<file path="config.mk">
export PLATFORM = sky130hd
export DESIGN_NAME = song_recorder
export DESIGN_NICKNAME = d
export VERILOG_FILES = /design/src/rtl/song_recorder.sv
export SDC_FILE = /design/constraint.sdc
export NUM_CORES = 1
export LEC_CHECK = 0
export CAP_MARGIN = 10
export CORE_MARGIN = 5
export CORE_UTILIZATION = 30
export DETAILED_ROUTE_END_ITERATION = 8
export PLACE_DENSITY = 0.44
export SYNTH_ARGS = -nofsm -noshare
export SYNTH_HDL_FRONTEND = slang
export SYNTH_SLANG_ARGS = --single-unit
</file>
<file path="constraint.sdc">
create_clock -name clk -period 11.4 [get_ports clk]
set_clock_uncertainty 0.15 [all_clocks]
set_input_delay 1.71 -clock clk [delete_from_list [all_inputs] [get_ports clk]]
set_output_delay 1.71 -clock clk [all_outputs]
set_load 0.02 [all_outputs]
</file>
<file path="src/rtl/song_recorder.sv">
// Key-event recorder: captures {note, duration} events into a synchronous RAM and plays them back on request.
// Define SONG_RECORDER_REST_EN to also record key-released gaps as rest events (note 4'hF).
module song_recorder #(
  parameter int DEPTH    = 32,
  parameter int TICK_DIV = 100000,
  parameter int DUR_W    = 16
) (
  input  logic                     clk,
  input  logic                     rst,
  input  logic [3:0]               key,
  input  logic                     key_on,
  input  logic                     rec_start,
  input  logic                     rec_stop,
  input  logic                     rd_next,
  input  logic                     rd_rewind,
  output logic [3:0]               rd_note,
  output logic [DUR_W-1:0]         rd_dur,
  output logic                     rd_valid,
  output logic                     rd_done,
  output logic                     recording,
  output logic [$clog2(DEPTH):0]   event_count,
  output logic                     overflow,
  output logic [1:0]               state_dbg
);

  localparam int AW = $clog2(DEPTH);
  localparam int PW = (TICK_DIV > 1) ? $clog2(TICK_DIV) : 1;
  localparam logic [3:0] REST_NOTE = 4'hF;

  typedef enum logic [1:0] {IDLE, WAIT_FIRST, CAPTURE, DONE} state_t;
  state_t state, state_nx;

  logic [3:0]       cur_note;
  logic             cur_valid;
  logic             cur_rest;
  logic [DUR_W-1:0] cur_dur;
  logic [PW-1:0]    presc;
  logic [AW:0]      rd_ptr;
  logic [4+DUR_W-1:0] mem [DEPTH];

  logic             active, want_valid, want_rest, change;
  logic             close_ev, do_write, start_ev, count_en, full;
  logic [PW-1:0]    base_presc, presc_step;
  logic [DUR_W-1:0] base_dur, dur_step;
  logic             wrap;

  assign recording = (state == WAIT_FIRST) || (state == CAPTURE);
  assign rd_done   = (rd_ptr == event_count);
  assign state_dbg = state;

  // The event the inputs currently ask for; a difference from the running event closes it.
  always_comb begin
`ifdef SONG_RECORDER_REST_EN
    want_valid = key_on || (state == CAPTURE);
    want_rest  = !key_on;
`else
    want_valid = key_on;
    want_rest  = 1'b0;
`endif
    change = (want_valid != cur_valid) ||
             (want_valid && cur_valid &&
              ((want_rest != cur_rest) || (!want_rest && (key != cur_note))));
    active   = recording && !rec_start;
    close_ev = active && cur_valid && (change || rec_stop);
    do_write = close_ev && (cur_dur != '0);
    full     = do_write && (event_count == (AW+1)'(DEPTH - 1));
    start_ev = active && !rec_stop && want_valid && change;
    count_en = active && !rec_stop && want_valid;
  end

  // A new event counts its first cycle, so duration = floor(cycles / TICK_DIV).
  always_comb begin
    base_presc = start_ev ? '0 : presc;
    base_dur   = start_ev ? '0 : cur_dur;
    wrap       = (base_presc == PW'(TICK_DIV - 1));
    presc_step = wrap ? '0 : base_presc + PW'(1);
    dur_step   = (wrap && (base_dur != {DUR_W{1'b1}})) ? base_dur + DUR_W'(1) : base_dur;
  end

  always_comb begin
    state_nx = state;
    if (rec_start) begin
      state_nx = WAIT_FIRST;
    end else begin
      case (state)
        WAIT_FIRST: begin
          if (rec_stop)    state_nx = DONE;
          else if (key_on) state_nx = CAPTURE;
        end
        CAPTURE: begin
          if (rec_stop || full) state_nx = DONE;
        end
        default: state_nx = state;
      endcase
    end
  end

  always_ff @(posedge clk) begin
    if (do_write) mem[event_count[AW-1:0]] <= {cur_note, cur_dur};
  end

  always_ff @(posedge clk or negedge rst) begin
    if (!rst) begin
      state       <= IDLE;
      event_count <= '0;
      rd_ptr      <= '0;
      presc       <= '0;
      cur_dur     <= '0;
      cur_note    <= '0;
      cur_valid   <= 1'b0;
      cur_rest    <= 1'b0;
      overflow    <= 1'b0;
      rd_note     <= '0;
      rd_dur      <= '0;
      rd_valid    <= 1'b0;
    end else begin
      state    <= state_nx;
      rd_valid <= 1'b0;
      if (rec_start) begin
        event_count <= '0;
        rd_ptr      <= '0;
        overflow    <= 1'b0;
        presc       <= '0;
        cur_dur     <= '0;
        cur_valid   <= 1'b0;
        cur_rest    <= 1'b0;
      end else begin
        if (do_write) begin
          event_count <= event_count + (AW+1)'(1);
          if (full) overflow <= 1'b1;
        end
        if (start_ev) begin
          cur_note  <= want_rest ? REST_NOTE : key;
          cur_rest  <= want_rest;
          cur_valid <= 1'b1;
        end else if (close_ev) begin
          cur_valid <= 1'b0;
        end
        if (count_en) begin
          presc   <= presc_step;
          cur_dur <= dur_step;
        end
        // rd_next is a one-cycle request; rd_valid pulses the cycle after it when an event was read.
        if (!recording) begin
          if (rd_rewind) begin
            rd_ptr <= '0;
          end else if (rd_next && (rd_ptr != event_count)) begin
            {rd_note, rd_dur} <= mem[rd_ptr[AW-1:0]];
            rd_valid          <= 1'b1;
            rd_ptr            <= rd_ptr + (AW+1)'(1);
          end
        end
      end
    end
  end

endmodule

</file>
==> metrics.cfg <==
[yosys]
synthMuxAreaShare_pct=14.6
synthXorXnorAreaFrac_pct=0.621
syn_inst=1419
yosysWarnings=0
ys_seq_area_share_pct=74.7
ys_types=64
syn-cell-area_um2=28200
synth_fp_nets=1440
synth_top_family_by_area=multiplexers
yosysTopAreaCell=edfxtp_1
synthAdderAreaFrac_pct=0.443
ys_seq_elements=714
synth-compound-area-share_pct=3.47
syn_avg_cell_area_um2=19.9
synth_top_area_share_pct=68.1
synthArstFlopShare_pct=10.4
synth_edf_count=640
yosys-top-cells-area=edfxtp_1 (68%), mux4_2 (14%), dfrtp_1 (6.6%), o22ai_1 (0.89%), nor2_1 (0.72%)
synthSimpleGateAreaFrac_pct=4.75
synth-main-ff-cell=edfxtp_1

[setup_path]
worstSetupPathType=primary input to flop
r2r-end=cur_dur[12]
arrival_ps=5850
critPathSlowestCell=nor2b_1
critPathMaxStageDelay_ps=790
path_max_fanout=29
crit_chain=clkdlybuf4s50_1 > nor2b_1 > o21ai_2 > buf_4 > and2_1 > ha_1 > and3_1 > nand3_1 > nor2_4 > nor2_2 > or4b_1 > o211ai_1
rrSetupSlack_ps=6420
timing.rr.start=cur_note[1]
worstPathRequired_ps=11780
setup.worst_path.start=rec_start
cp-end-kind=flop
worst_setup_path_start_kind=primary input
endpoint=presc[7]
ff2ff_path_depth=12

[clock_tree]
postCtsSetupBuffers=0
root_buffer=clkbuf_16
ctsHtreeMaxLevel=3
cts_tree=built
cts_buffer_depth=3
clock_latency_ps=610
path_clk_slew_ps=60
cts-resized-gates=0
cts_hold_buf=0
cts_buffers=76
cts_sinks=714

[die]
ios=43
num_rows=112
core_um2=93300
die_height_um=317
die_area_um2=100000
die_w_um=317
initial_core_util_pct=30.2

[sta]
rsz0062_at_grt=no
fin_crit_sh_pct=48.0
tightest_slew_ps=1160
tns_ps=0
hold_viol=0
relSlewSlack_pct=22.9
hold_slack_ps=328
layout_setup_ws_ps=5930
min_period_ps=5470
fmax_mhz=183
drv_slew=0
final-setup-viol-count=0

[finish]
mostFrequentLayoutCells=edfxtp_1 (640), mux4_2 (180), clkbuf_16 (80)
nets=1549
syn2layout_area_growth_pct=16.5
antennaDiodeCount=0
drive_gt1_share_pct=25.3
final_common_cell=edfxtp_1

[route]
dr.pass1.iters=5
drt_iter0_drc=1122
wl_per_cell_um=25.7
wirelength_um=73100
drtAntennaViolNets=0
drc=0
via_per_inst=5.02
vias=14300

[global_routing]
grt_use_total_pct=14.7
antenna_found_initial=2
grt_overflow_total=0
grt_pass1_wl_um=107000
grt_max_degree=58
grt_pass1_vias=14800

[placement]
place_hpwl_um=40000
gp_congestion=0.738
portBuffers=42
pre_cts_ws_ps=5290

[power_and_ir_drop]
power_density_nw_per_um2=165
irDropWorstVdd_mv=0.0919
cellLeakagePower_uw=0.0116

[job]
cap_viol_max_count=0

[status]
status=completed

[worst_hold_path]
min-delay-path-class=flop to flop

through the flow:
| step | std cells | util (%) | instance area [um2] | total power (uW) |
|---|---|---|---|---|
| 5_1_grt | 2839 | 35.2 | 32900 | 5630 |
| 6_report | 2839 | 35.2 | 32900 | 5430 |
| 4_1_cts | 2838 | 35.2 | 32900 | 5510 |
| 2_1_floorplan | 1419 | - | 28200 | 3020 |
| 3_3_place_gp | 2703 | 32.6 | 30500 | 3090 |
| 3_5_place_dp | 2703 | 32.6 | 30500 | 3100 |
cell usage after synthesis (22+ instances only):
cell / instances
edfxtp_1: 640
mux4_2: 180
dfrtp_1: 74
nor2_1: 54
clkbuf_1: 47
nand2_1: 45
o22ai_1: 40
nand3_1: 32
nor3_1: 32
buf_2: 26
nand2b_1: 24
a22o_1: 22
how the worst min path moves through the flow:
stage | slack (ps) | cells past startpoint | end | start
after floorplan | 290 | 1 | presc[16] | presc[16]
after global placement | 320 | 1 | presc[16] | presc[16]
after detailed placement | 320 | 1 | presc[16] | presc[16]
after CTS | 330 | 1 | presc[16] | presc[16]
after global routing | 340 | 1 | presc[16] | presc[16]
final | 330 | 1 | presc[16] | presc[16]
critical path, delay by kind of cell:
| family | cells | cell delay (ps) |
|---|---|---|
| adder cells (fa/ha/maj) | 1 | 220 |
| AO/OA/AOI/OAI | 2 | 200 |
| buffers and inverters | 2 | 1050 |
| AND/OR/NAND/NOR | 7 | 2650 |
cell type report:
type                       count  area [um2]
clock buffer                 107        2160
clock inverter                28         235
fill                        8873       60400
inverter                      17        63.8
multi-input combinational    611        6840
sequential                   714       21100
tap                         1254        1570
timing repair buffer         108         933
where the power goes:
part | internal (uW) | total (uW) | leakage (uW) | switching [uW]
sequential | 2890 | 2930 | 0.00813 | 37.4
clock | 1390 | 2390 | 0.00118 | 998
combinational | 30.7 | 115 | 0.00231 | 83.9
total | 4310 | 5430 | 0.0116 | 1120
state kept, by name, summed over array words and instances, names as in the netlist:
name,flops
rd_ptr,6
presc,17
cur_note,4
cur_valid,1
overflow,1
rd_dur,16
cur_dur,16
state_dbg,2
mem,640
rd_note,4
rd_valid,1
event_count,6
layer usage:
| layer | share of wire [%] | global-route usage (%) |
|---|---|---|
| met5 | 0 | 0 |
| met4 | 1.8 | 3.52 |
| met3 | 5.1 | 2.67 |
| met2 | 47 | 23.3 |
| met1 | 46 | 21.1 |
kinds of logic (layout without fill, tap and decap cells):
group	count (synthesis)	in the layout
AO/OA/AOI/OAI	136	136
XOR/XNOR	20	20
adder cells (fa/ha/maj)	10	10
buffers and inverters	94	260
flip-flops	714	714
multiplexers	187	187
AND/OR/NAND/NOR	258	258
No activity file was read; power rests on OpenSTA's default activity.
